`config.mk`:
```
export PLATFORM = sky130hd
export DESIGN_NAME = mul_hilo_ctrl_flat
export DESIGN_NICKNAME = d
export VERILOG_FILES = /design/src/rtl/mul_hilo_if.sv /design/src/rtl/mul_hilo_ctrl.sv /design/src/flat_wrapper.sv
export SDC_FILE = /design/constraint.sdc
export NUM_CORES = 1
export LEC_CHECK = 0
export CORE_UTILIZATION = 42
export DETAILED_ROUTE_END_ITERATION = 7
export GPL_TIMING_DRIVEN = 0
export PLACE_DENSITY = 0.95
export SYNTH_ARGS = -nofsm -noshare
export SYNTH_HDL_FRONTEND = slang
export SYNTH_SLANG_ARGS = --single-unit
```
`constraint.sdc`:
```
create_clock -name clk -period 5.6 [get_ports clk]
set_clock_uncertainty 0.2 [all_clocks]
set_input_delay 1.12 -clock clk [delete_from_list [all_inputs] [get_ports clk]]
set_output_delay 1.12 -clock clk [all_outputs]
set_load 0.005 [all_outputs]
```
`src/rtl/mul_hilo_if.sv`:
```
// EX-stage / multiplier-array bundle for the HI/LO multiply sequencer.
// master = EX stage plus multiplier array, slave = the sequencer.
interface mul_hilo_if;
    logic        req_valid;
    logic        req_sign;
    logic [31:0] req_op1;
    logic [31:0] req_op2;
    logic        flush;
    logic        hi_we;
    logic        lo_we;
    logic [31:0] hilo_wdata;
    logic        mul_sign;
    logic        mul_start_o;
    logic [31:0] mul_op1;
    logic [31:0] mul_op2;
    logic [63:0] mul_result;
    logic        stallreq;
    logic        done;
    logic [31:0] hi;
    logic [31:0] lo;

    modport master (
        output req_valid, req_sign, req_op1, req_op2, flush,
        output hi_we, lo_we, hilo_wdata, mul_result,
        input  mul_sign, mul_start_o, mul_op1, mul_op2,
        input  stallreq, done, hi, lo
    );

    modport slave (
        input  req_valid, req_sign, req_op1, req_op2, flush,
        input  hi_we, lo_we, hilo_wdata, mul_result,
        output mul_sign, mul_start_o, mul_op1, mul_op2,
        output stallreq, done, hi, lo
    );
endinterface

```
`src/rtl/mul_hilo_ctrl.sv`:
```
// Sequences a MULT/MULTU through a multicycle combinational multiplier,
// stalls EX while in flight and owns the HI/LO registers (incl. MTHI/MTLO).
module mul_hilo_ctrl #(
    parameter int MUL_CYCLES = 2
) (
    input  logic      clk,
    input  logic      resetn,
    mul_hilo_if.slave bus
);
    localparam int              CNT_W    = (MUL_CYCLES > 1) ? $clog2(MUL_CYCLES) : 1;
    localparam logic [CNT_W-1:0] CNT_LAST = CNT_W'(MUL_CYCLES - 1);

    localparam logic [1:0] IDLE = 2'd0;
    localparam logic [1:0] BUSY = 2'd1;
    localparam logic [1:0] DONE = 2'd2;

    logic [1:0]       state_q, state_d;
    logic [CNT_W-1:0] cnt_q, cnt_d;
    logic [31:0]      hi_q, hi_d, lo_q, lo_d;
    logic [31:0]      op1_q, op1_d, op2_q, op2_d;
    logic             sign_q, sign_d;

    always_comb begin
        state_d = state_q;
        cnt_d   = cnt_q;
        hi_d    = hi_q;
        lo_d    = lo_q;
        op1_d   = op1_q;
        op2_d   = op2_q;
        sign_d  = sign_q;
        case (state_q)
            IDLE: begin
                if (bus.hi_we) hi_d = bus.hilo_wdata;
                if (bus.lo_we) lo_d = bus.hilo_wdata;
                if (bus.req_valid && !bus.flush) begin
                    state_d = BUSY;
                    cnt_d   = '0;
                    op1_d   = bus.req_op1;
                    op2_d   = bus.req_op2;
                    sign_d  = bus.req_sign;
                end
            end
            BUSY: begin
                // Flush wins over a capture landing in the same cycle.
                if (bus.flush) begin
                    state_d = IDLE;
                end else if (cnt_q == CNT_LAST) begin
                    hi_d    = bus.mul_result[63:32];
                    lo_d    = bus.mul_result[31:0];
                    state_d = DONE;
                end else begin
                    cnt_d = cnt_q + 1'b1;
                end
            end
            DONE: begin
                // The stalled instruction retires here; req_valid must not re-trigger.
                if (bus.hi_we) hi_d = bus.hilo_wdata;
                if (bus.lo_we) lo_d = bus.hilo_wdata;
                state_d = IDLE;
            end
            default: state_d = IDLE;
        endcase
    end

    always_ff @(posedge clk) begin
        if (!resetn) begin
            state_q <= IDLE;
            cnt_q   <= '0;
            hi_q    <= '0;
            lo_q    <= '0;
            op1_q   <= '0;
            op2_q   <= '0;
            sign_q  <= 1'b0;
        end else begin
            state_q <= state_d;
            cnt_q   <= cnt_d;
            hi_q    <= hi_d;
            lo_q    <= lo_d;
            op1_q   <= op1_d;
            op2_q   <= op2_d;
            sign_q  <= sign_d;
        end
    end

    assign bus.mul_sign    = sign_q;
    assign bus.mul_op1     = op1_q;
    assign bus.mul_op2     = op2_q;
    assign bus.mul_start_o = (state_q == BUSY);
    assign bus.done        = (state_q == DONE);
    assign bus.hi          = hi_q;
    assign bus.lo          = lo_q;
    assign bus.stallreq    = ((state_q == IDLE) && bus.req_valid && !bus.flush) ||
                             ((state_q == BUSY) && !bus.flush);
endmodule
```
`src/flat_wrapper.sv`:
```
// flat-port wrapper written by rule: the top's interface ports become plain ports
module mul_hilo_ctrl_flat 
#(
    parameter int MUL_CYCLES = 2
)
  (clk, resetn, bus_req_valid, bus_req_sign, bus_req_op1, bus_req_op2, bus_flush, bus_hi_we, bus_lo_we, bus_hilo_wdata, bus_mul_result, bus_mul_sign, bus_mul_start_o, bus_mul_op1, bus_mul_op2, bus_stallreq, bus_done, bus_hi, bus_lo);
  mul_hilo_if bus_i ();
  input  logic clk;
  input  logic resetn;
  input wire logic [$bits(bus_i.req_valid)-1:0] bus_req_valid;
  input wire logic [$bits(bus_i.req_sign)-1:0] bus_req_sign;
  input wire logic [$bits(bus_i.req_op1)-1:0] bus_req_op1;
  input wire logic [$bits(bus_i.req_op2)-1:0] bus_req_op2;
  input wire logic [$bits(bus_i.flush)-1:0] bus_flush;
  input wire logic [$bits(bus_i.hi_we)-1:0] bus_hi_we;
  input wire logic [$bits(bus_i.lo_we)-1:0] bus_lo_we;
  input wire logic [$bits(bus_i.hilo_wdata)-1:0] bus_hilo_wdata;
  input wire logic [$bits(bus_i.mul_result)-1:0] bus_mul_result;
  output wire logic [$bits(bus_i.mul_sign)-1:0] bus_mul_sign;
  output wire logic [$bits(bus_i.mul_start_o)-1:0] bus_mul_start_o;
  output wire logic [$bits(bus_i.mul_op1)-1:0] bus_mul_op1;
  output wire logic [$bits(bus_i.mul_op2)-1:0] bus_mul_op2;
  output wire logic [$bits(bus_i.stallreq)-1:0] bus_stallreq;
  output wire logic [$bits(bus_i.done)-1:0] bus_done;
  output wire logic [$bits(bus_i.hi)-1:0] bus_hi;
  output wire logic [$bits(bus_i.lo)-1:0] bus_lo;
  assign bus_i.req_valid = bus_req_valid;
  assign bus_i.req_sign = bus_req_sign;
  assign bus_i.req_op1 = bus_req_op1;
  assign bus_i.req_op2 = bus_req_op2;
  assign bus_i.flush = bus_flush;
  assign bus_i.hi_we = bus_hi_we;
  assign bus_i.lo_we = bus_lo_we;
  assign bus_i.hilo_wdata = bus_hilo_wdata;
  assign bus_i.mul_result = bus_mul_result;
  assign bus_mul_sign = bus_i.mul_sign;
  assign bus_mul_start_o = bus_i.mul_start_o;
  assign bus_mul_op1 = bus_i.mul_op1;
  assign bus_mul_op2 = bus_i.mul_op2;
  assign bus_stallreq = bus_i.stallreq;
  assign bus_done = bus_i.done;
  assign bus_hi = bus_i.hi;
  assign bus_lo = bus_i.lo;
  mul_hilo_ctrl #(.MUL_CYCLES(MUL_CYCLES)) u_core (.clk(clk), .resetn(resetn), .bus(bus_i));
endmodule
```
== Word level (Yosys, flattened, before mapping) ==
Index checks and enable logic that the tools add are counted.

* Register bits after elaboration: 132
* Word-level logic and storage cells: 47
* Output and inout bits: 132
* Input bits: 167

* Eq/ne operators: 8
* Mux-type cells: 16
* Add/sub/neg operators: 1
* Reduce and logical (&&, ||, !) cells: 15

{| class="wikitable"
|+ Operators by type and width
! kind !! count
|-
| $mux W32 || 6
|-
| $pmux W32 S2 || 2
|-
| $ne A2 B1 Y1 const B || 4
|-
| $reduce_and A4 Y1 || 2
|-
| $mux W2 || 3
|-
| $logic_and A1 B1 Y1 || 4
|-
| $pmux W2 S2 || 1
|-
| $reduce_and A2 Y1 || 2
|-
| $reduce_bool A2 Y1 || 2
|-
| $mux W1 || 3
|-
| $ne A3 B2 Y1 const B || 1
|-
| $reduce_and A3 Y1 || 1
|-
| $eq A2 B1 Y1 const B || 1
|-
| $eq A2 B2 Y1 const B || 1
|-
| $logic_not A2 Y1 || 1
|-
| $ne A2 B2 Y1 const B || 1
|-
| $pmux W1 S2 || 1
|-
| $reduce_or A2 Y1 || 1
|-
| $add A1 B1 Y1 const B || 1
|-
| $logic_not A1 Y1 || 1
|-
| $logic_or A1 B1 Y1 || 1
|}

== Longest topological paths before layout ==
Gate-level depths: netlist of the first run.

* Depth after elaboration: 4
* Mapped depth: 7
* Mapped depth without buffers: 3

== Worst setup path after synthesis of the first run ==
OpenSTA, ideal clock, no wires.

* Path kind: input -> output
* Start: input port bus_flush
* End: output port bus_stallreq
* Path slack: 2244 ps
* Arrival: 2036 ps
* Stages on the path: 5
* Data required time: 4280 ps
* Buffers on the path: 3
* Cells stage by stage: or4b_1 clkbuf_1 buf_6 buf_6 nand2_1

* Longest elaborated chain between the ends: 3
* Elaborated cells on any way between the ends: 4
* Those cells by class: reduce/logical: 4

{| class="wikitable"
|+ RTL lines
! what !! line !! text
|-
| start, declared || flat_wrapper.sv:14 || <nowiki>input wire logic [$bits(bus_i.flush)-1:0] bus_flush;</nowiki>
|-
| $logic_not A1 Y1 * || mul_hilo_ctrl.sv:92, mul_hilo_ctrl.sv:93 ||
|-
| $logic_and A1 B1 Y1 (on tied branches) || mul_hilo_ctrl.sv:92, mul_hilo_ctrl.sv:93 ||
|-
| $logic_or A1 B1 Y1 * || mul_hilo_ctrl.sv:92 || <nowiki>assign bus.stallreq = ((state_q == IDLE) && bus.req_valid && !bus.flush) ||</nowiki>
|-
| end, declared || flat_wrapper.sv:23 || <nowiki>output wire logic [$bits(bus_i.stallreq)-1:0] bus_stallreq;</nowiki>
|}

Every way passes the cells marked *; elsewhere a longest branch is shown, timed or not.

== Worst setup path after layout of the first run ==
Same ends and word-level chain as after synthesis.

==> results.ini, run 1 <==
[layout]
final_area_um2=9269
final_common_cell=clkdlybuf4s50_1
instances_no_fill=1098
area_growth_pct=69.48
final_layout_size_suffix_gt1_frac=0.06919
fillers=922
mostFrequentLayoutCells=clkdlybuf4s50_1, dfxtp_1, nand2_1
layout.nets=1079

[worst_setup_path]
required_ps=4280
cp.arrival_ps=3160
crit_type=in -> out
worst_setup_path_end_kind=primary output
path_max_fanout=10
cp-start-kind=input pin

[clock_network]
clkTransAtPathRegs_ps=60
cts_resized=0
clkLatencyLatePin_ps=420
cts_buffer_depth=2
cts_hold_buf=0
cts_num_sinks=132
cts_made_buffers=17
cts_tree=built
root_buffer=clkbuf_16
postCtsSetupRepairBufs=0
htree_levels=4

[placement]
pre_cts_slack_ps=1113
port_buffers=297
gp_congestion=0.8154
detailed_place_hpwl_mm=15.74
placed_cell_area_um2=8657
dp.cells=1065

[timing]
fmax_ghz=0.2231
drv_slew=0
rsz0062_at_grt=no
finalSetupTns_ps=0
worst_slew_pin_slew_ps=952.8
fin_crit_ps=4482
holdWs_ps=250.9
slew_headroom=0.3648
hold_viol_final=0
setup_ws_ps=1118
finalSetupViolCount=0
finalCritPeriodShare=0.8003

[yosys]
synth_area_per_cell_um2=9.176
synthCells=596
ys_seq_elements=132
syn_nets=763
netlist_area_um2=5469
yosysUniqueCellTypes=21
synth_seq_area_share=0.4832
ys_warn_count=0

[floorplanning]
io_pins=299
die_w_um=116.1
fp.dieArea_um2=13480
start_util=0.4316
core_um2=12670
die_y_um=116.1
std_cell_rows=41

[pwr]
comb_power_share=0.175
internal-power_mw=2.006
ir_drop_v=0.0002212
swShare=0.2406
seqPwrFrac=0.392
clock_power_share=0.432
pwr_density_cell_nw_per_um2=285.0
leakage_nw=3.470
p_sw_mw=0.6356

[grt]
grt_pass1_wl_mm=29.83
grt_pass1_vias=5769
antenna_found_initial=1
grt_max_degree=17
track_usage=0.2988
grt-ovfl-total=0

[detailed_routing]
viasPerCell=5.219
drc_errors=0
drtPass1Iterations=6
first_iter_violations=305
ant_nets=0
finalWirelength_mm=20.78
num_vias=5730
wl_per_cell_um=18.93

[job]
max-cap-violations=0

[status]
status=finished clean

[hold_path]
hold_class=reg -> reg

[area by class of cell]
cell class,instances,area (um^2),area share
Multi-Input combinational cell,404,2535,0.2735
Antenna cell,1,2.502,0.0002700
Sequential cell,132,2643,0.2851
Clock buffer,21,460.4,0.04968
Clock inverter,11,148.9,0.01606
Timing Repair Buffer,297,2973,0.3207
Tap cell,172,215.2,0.02322
Buffer,60,291.5,0.03145
[worst paths after layout]
path,from,to,slack [ps],cells past startpoint
max,bus_flush,bus_stallreq,1120,7
min,u_core.bus.mul_op1[12]$_SDFFE_PN0P_,u_core.bus.mul_op1[12]$_SDFFE_PN0P_,250,2
min reg2reg,u_core.bus.mul_op1[12]$_SDFFE_PN0P_,u_core.bus.mul_op1[12]$_SDFFE_PN0P_,250,2
max reg2reg,u_core.state_q[0]$_SDFFE_PN0P_,u_core.bus.hi[23]$_SDFFE_PN0P_,3580,4
[routing by layer]
| metal | GRT usage | vias up | share of wire |
|---|---|---|---|
| li1 | - | 2729 | - |
| met1 | 0.2942 | 2687 | 0.36 |
| met2 | 0.5448 | 263 | 0.51 |
| met3 | 0.1116 | 51 | 0.091 |
| met4 | 0.1581 | 0 | 0.039 |
| met5 | 0 | - | 0 |
[cell families (layout without fill, tap and decap cells)]
group,after synthesis,count (layout),synth area share
other cells,0,1,0
simple gates,145,145,0.1089
mux,64,64,0.1171
compound gates,195,195,0.2375
flops,132,132,0.4832
buf+inv,60,389,0.05330
[stage by stage]
stage / power (mW) / utilization
after floorplan: 1.212 / -
after global placement: 1.501 / 0.6832
after detailed placement: 1.514 / 0.6832
after CTS: 2.652 / 0.7313
after global routing: 2.734 / 0.7315
final: 2.642 / 0.7315
[power by group through the flow]
stage / Sequential (mW) / Clock, mW / Combinational, mW
2_1_floorplan: 1.06 / 0 / 0.156
3_3_place_gp: 1.05 / 0 / 0.450
3_5_place_dp: 1.05 / 0 / 0.459
4_1_cts: 1.04 / 1.15 / 0.464
5_1_grt: 1.04 / 1.20 / 0.495
6_report: 1.04 / 1.14 / 0.463
[worst max-delay path, cell delays in order]
cell and delay [ps]:
clkdlybuf4s50_1 470, or4b_1 480, clkbuf_1 170, buf_6 170, buf_6 150, nand2_1 60
clkdlybuf4s50_1 540
[cells in the mapped netlist]
library cell  count  area, um^2
dfxtp_1         132        2643
nand2_1         131       491.7
a21oi_1          65       325.3
mux2i_1          64       640.6
o31ai_1          64       480.5
a21boi_0         40       300.3
clkbuf_1         28       105.1
buf_2            26       130.1
a21boi_1         25       187.7
nor2b_1           5       31.28
buf_4             3       22.52
buf_6             3       33.78
or2_1             2       12.51
and2_1            1       6.260
and3_1            1       6.260
and4bb_2          1       12.51
nor3b_1           1       7.510
nor4b_1           1       8.760
o21ai_0           1       5.000
or3b_2            1       8.760
or4b_1            1       10.01
[sequential cells by signal, summed over array words and instances, names as in the netlist]
signal               flops
u_core.bus.mul_op2      32
u_core.state_q           2
u_core.bus.lo           32
u_core.bus.hi           32
u_core.bus.mul_op1      32
u_core.cnt_q             1
u_core.bus.mul_sign      1
Power figures use the tool's default switching activity.
==> run 2: changes to the inputs <==
--- a/config.mk
+++ b/config.mk
@@ -5,10 +5,11 @@
 export SDC_FILE = /design/constraint.sdc
 export NUM_CORES = 1
 export LEC_CHECK = 0
-export CORE_UTILIZATION = 42
+export CORE_ASPECT_RATIO = 1.5
+export CORE_UTILIZATION = 35
 export DETAILED_ROUTE_END_ITERATION = 7
 export GPL_TIMING_DRIVEN = 0
-export PLACE_DENSITY = 0.95
+export PLACE_DENSITY = 0.87
 export SYNTH_ARGS = -nofsm -noshare
 export SYNTH_HDL_FRONTEND = slang
 export SYNTH_SLANG_ARGS = --single-unit
==> constraint.sdc (replaced) <==
create_clock -name clk -period 3.64 [get_ports clk]
set_clock_uncertainty 0.2 [all_clocks]
set_input_delay 0.728 -clock clk [delete_from_list [all_inputs] [get_ports clk]]
set_output_delay 0.728 -clock clk [all_outputs]
set_load 0.005 [all_outputs]
==> run 2 against run 1 <==
  * Via count fell by 2.9%
  * Largest cell class unchanged
  * Highest routed layer unchanged
  * Hold slack lost 0.65 ps
  * Critical endpoint unchanged
  * Sequential power grew 53%
==> results.ini, run 2 (synthesis gave the netlist of run 1 again) <==
[status]
status=finished clean

[layout]
final_common_cell=clkdlybuf4s50_1
fillers=1270
layout.nets=1078
fin_util=0.6104
area_growth_pct=69.76
instances_no_fill=1123
antenna_cells=0
mostFrequentLayoutCells=clkdlybuf4s50_1, dfxtp_1, nand2_1
final_layout_size_suffix_gt1_frac=0.07143
seqCellArea_um2=2643
multiInputGateArea_um2=2539

[job]
max-cap-violations=0

[hold_path]
whs_path_depth=2
hold_class=reg -> reg
min-delay-start=u_core.bus.mul_op1[3]$_SDFFE_PN0P_

[timing]
rsz0062_at_grt=no
finalSetupViolCount=0
slew_headroom=0.4509
fin_crit_ps=3575
hold_viol_final=0
worst_slew_pin_slew_ps=823.7
finalSetupTns_ps=0
drv_slew=0
finalCritPeriodShare=0.9820
setup_ws_ps=65.41
fmax_ghz=0.2798

[detailed_routing]
wl_met1_mm=6.945
drtPass1Iterations=7
met3_length_mm=1.144
finalWirelength_mm=18.79
viasPerCell=4.954
first_iter_violations=318
wl_per_cell_um=16.73
highest-signal-layer=met4
ant_nets=0
dr_wl_met2_mm=9.978
drc_errors=0
num_vias=5563

[placement]
port_buffers=297
detailed_place_hpwl_mm=14.87
pre_cts_slack_ps=-27.69
dp.cells=1092
gp_congestion=0.8633

[clock_network]
root_buffer=clkbuf_16
clkLatencyLatePin_ps=400
htree_levels=4
cts_tree=built
cts_made_buffers=17
postCtsSetupRepairBufs=0
clkTransAtPathRegs_ps=60
cts_buffer_depth=2
cts_hold_buf=0
cts_num_sinks=132

[floorplanning]
io_pins=299
die_w_um=104.1
die_y_um=155.1
fp.dieArea_um2=16140
core_um2=15210
start_util=0.3596
std_cell_rows=55

[pwr]
finalPower_mw=4.010
leakage_nw=3.459
ir_drop_v=0.0002553
pwr_density_cell_nw_per_um2=431.9

[worst_setup_path]
worstReg2RegStart=u_core.state_q[0]$_SDFFE_PN0P_
path_max_fanout=10
worst_setup_path_end_kind=primary output
required_ps=2710
cp.arrival_ps=2650
r2r_setup_slack_ps=1670
rr_worst_depth=5
cp-startpoint=bus_flush
crit_type=in -> out
cp-start-kind=input pin

[grt]
antenna_found_initial=0
grt-ovfl-total=0
grt_pass1_vias=5623
grt_max_degree=17
grt_pass1_wl_mm=28.88
track_usage=0.2308

run 2: where the power goes:
part           internal [mW]  switching (mW)
Combinational          0.429           0.273
Sequential              1.54          0.0502
Clock                   1.04           0.678
run 2: layout make-up:
cell class	count	area share
buffer	59	0.03100
clock buffer	19	0.04771
clock inverter	13	0.01617
multi-input combinational	404	0.2734
sequential	132	0.2846
tap	199	0.02682
timing repair buffer	297	0.3202
run 2: worst paths after layout:
kind / endpoint
max: bus_stallreq
min: u_core.bus.mul_op1[3]$_SDFFE_PN0P_
max reg2reg: u_core.bus.lo[8]$_SDFFE_PN0P_
min reg2reg: u_core.bus.mul_op1[3]$_SDFFE_PN0P_
run 2: routing by layer:
layer / track usage / vias up
li1: - / 2728
met1: 0.2295 / 2541
met4: 0.1088 / 0
met5: 0 / -
met3: 0.06116 / 47
met2: 0.4416 / 247
run 2: critical path, cell delays in order:
cell and delay [ps]:
clkdlybuf4s50_1 480, or4b_4 560, buf_6 170, buf_6 140
nand2_1 50, clkdlybuf4s50_1 510
run 2: metrics by stage:
step,instance area (um^2),hold slack [ps]
floorplan,5469,251.4
global placement,8691,239.4
detailed placement,8691,244.5
CTS,9284,253.1
global route,9284,267.9
finish,9284,250.2
run 2: timing repair:
action / 4_1_cts / 5_1_grt
endpoints found under the setup margin: 1 / 0
resized for setup: 1 / 0
endpoints found under the hold margin: 0 / 0
==> run 3: changes to the inputs <==
--- a/config.mk
+++ b/config.mk
@@ -6,7 +6,9 @@
 export NUM_CORES = 1
 export LEC_CHECK = 0
 export CORE_ASPECT_RATIO = 1.5
+export CORE_MARGIN = 1
 export CORE_UTILIZATION = 35
+export CTS_CLUSTER_SIZE = 8
 export DETAILED_ROUTE_END_ITERATION = 7
 export GPL_TIMING_DRIVEN = 0
 export PLACE_DENSITY = 0.87
==> results of run 3 <==
Final layout, timing and power as in run 2 (identical DEF).
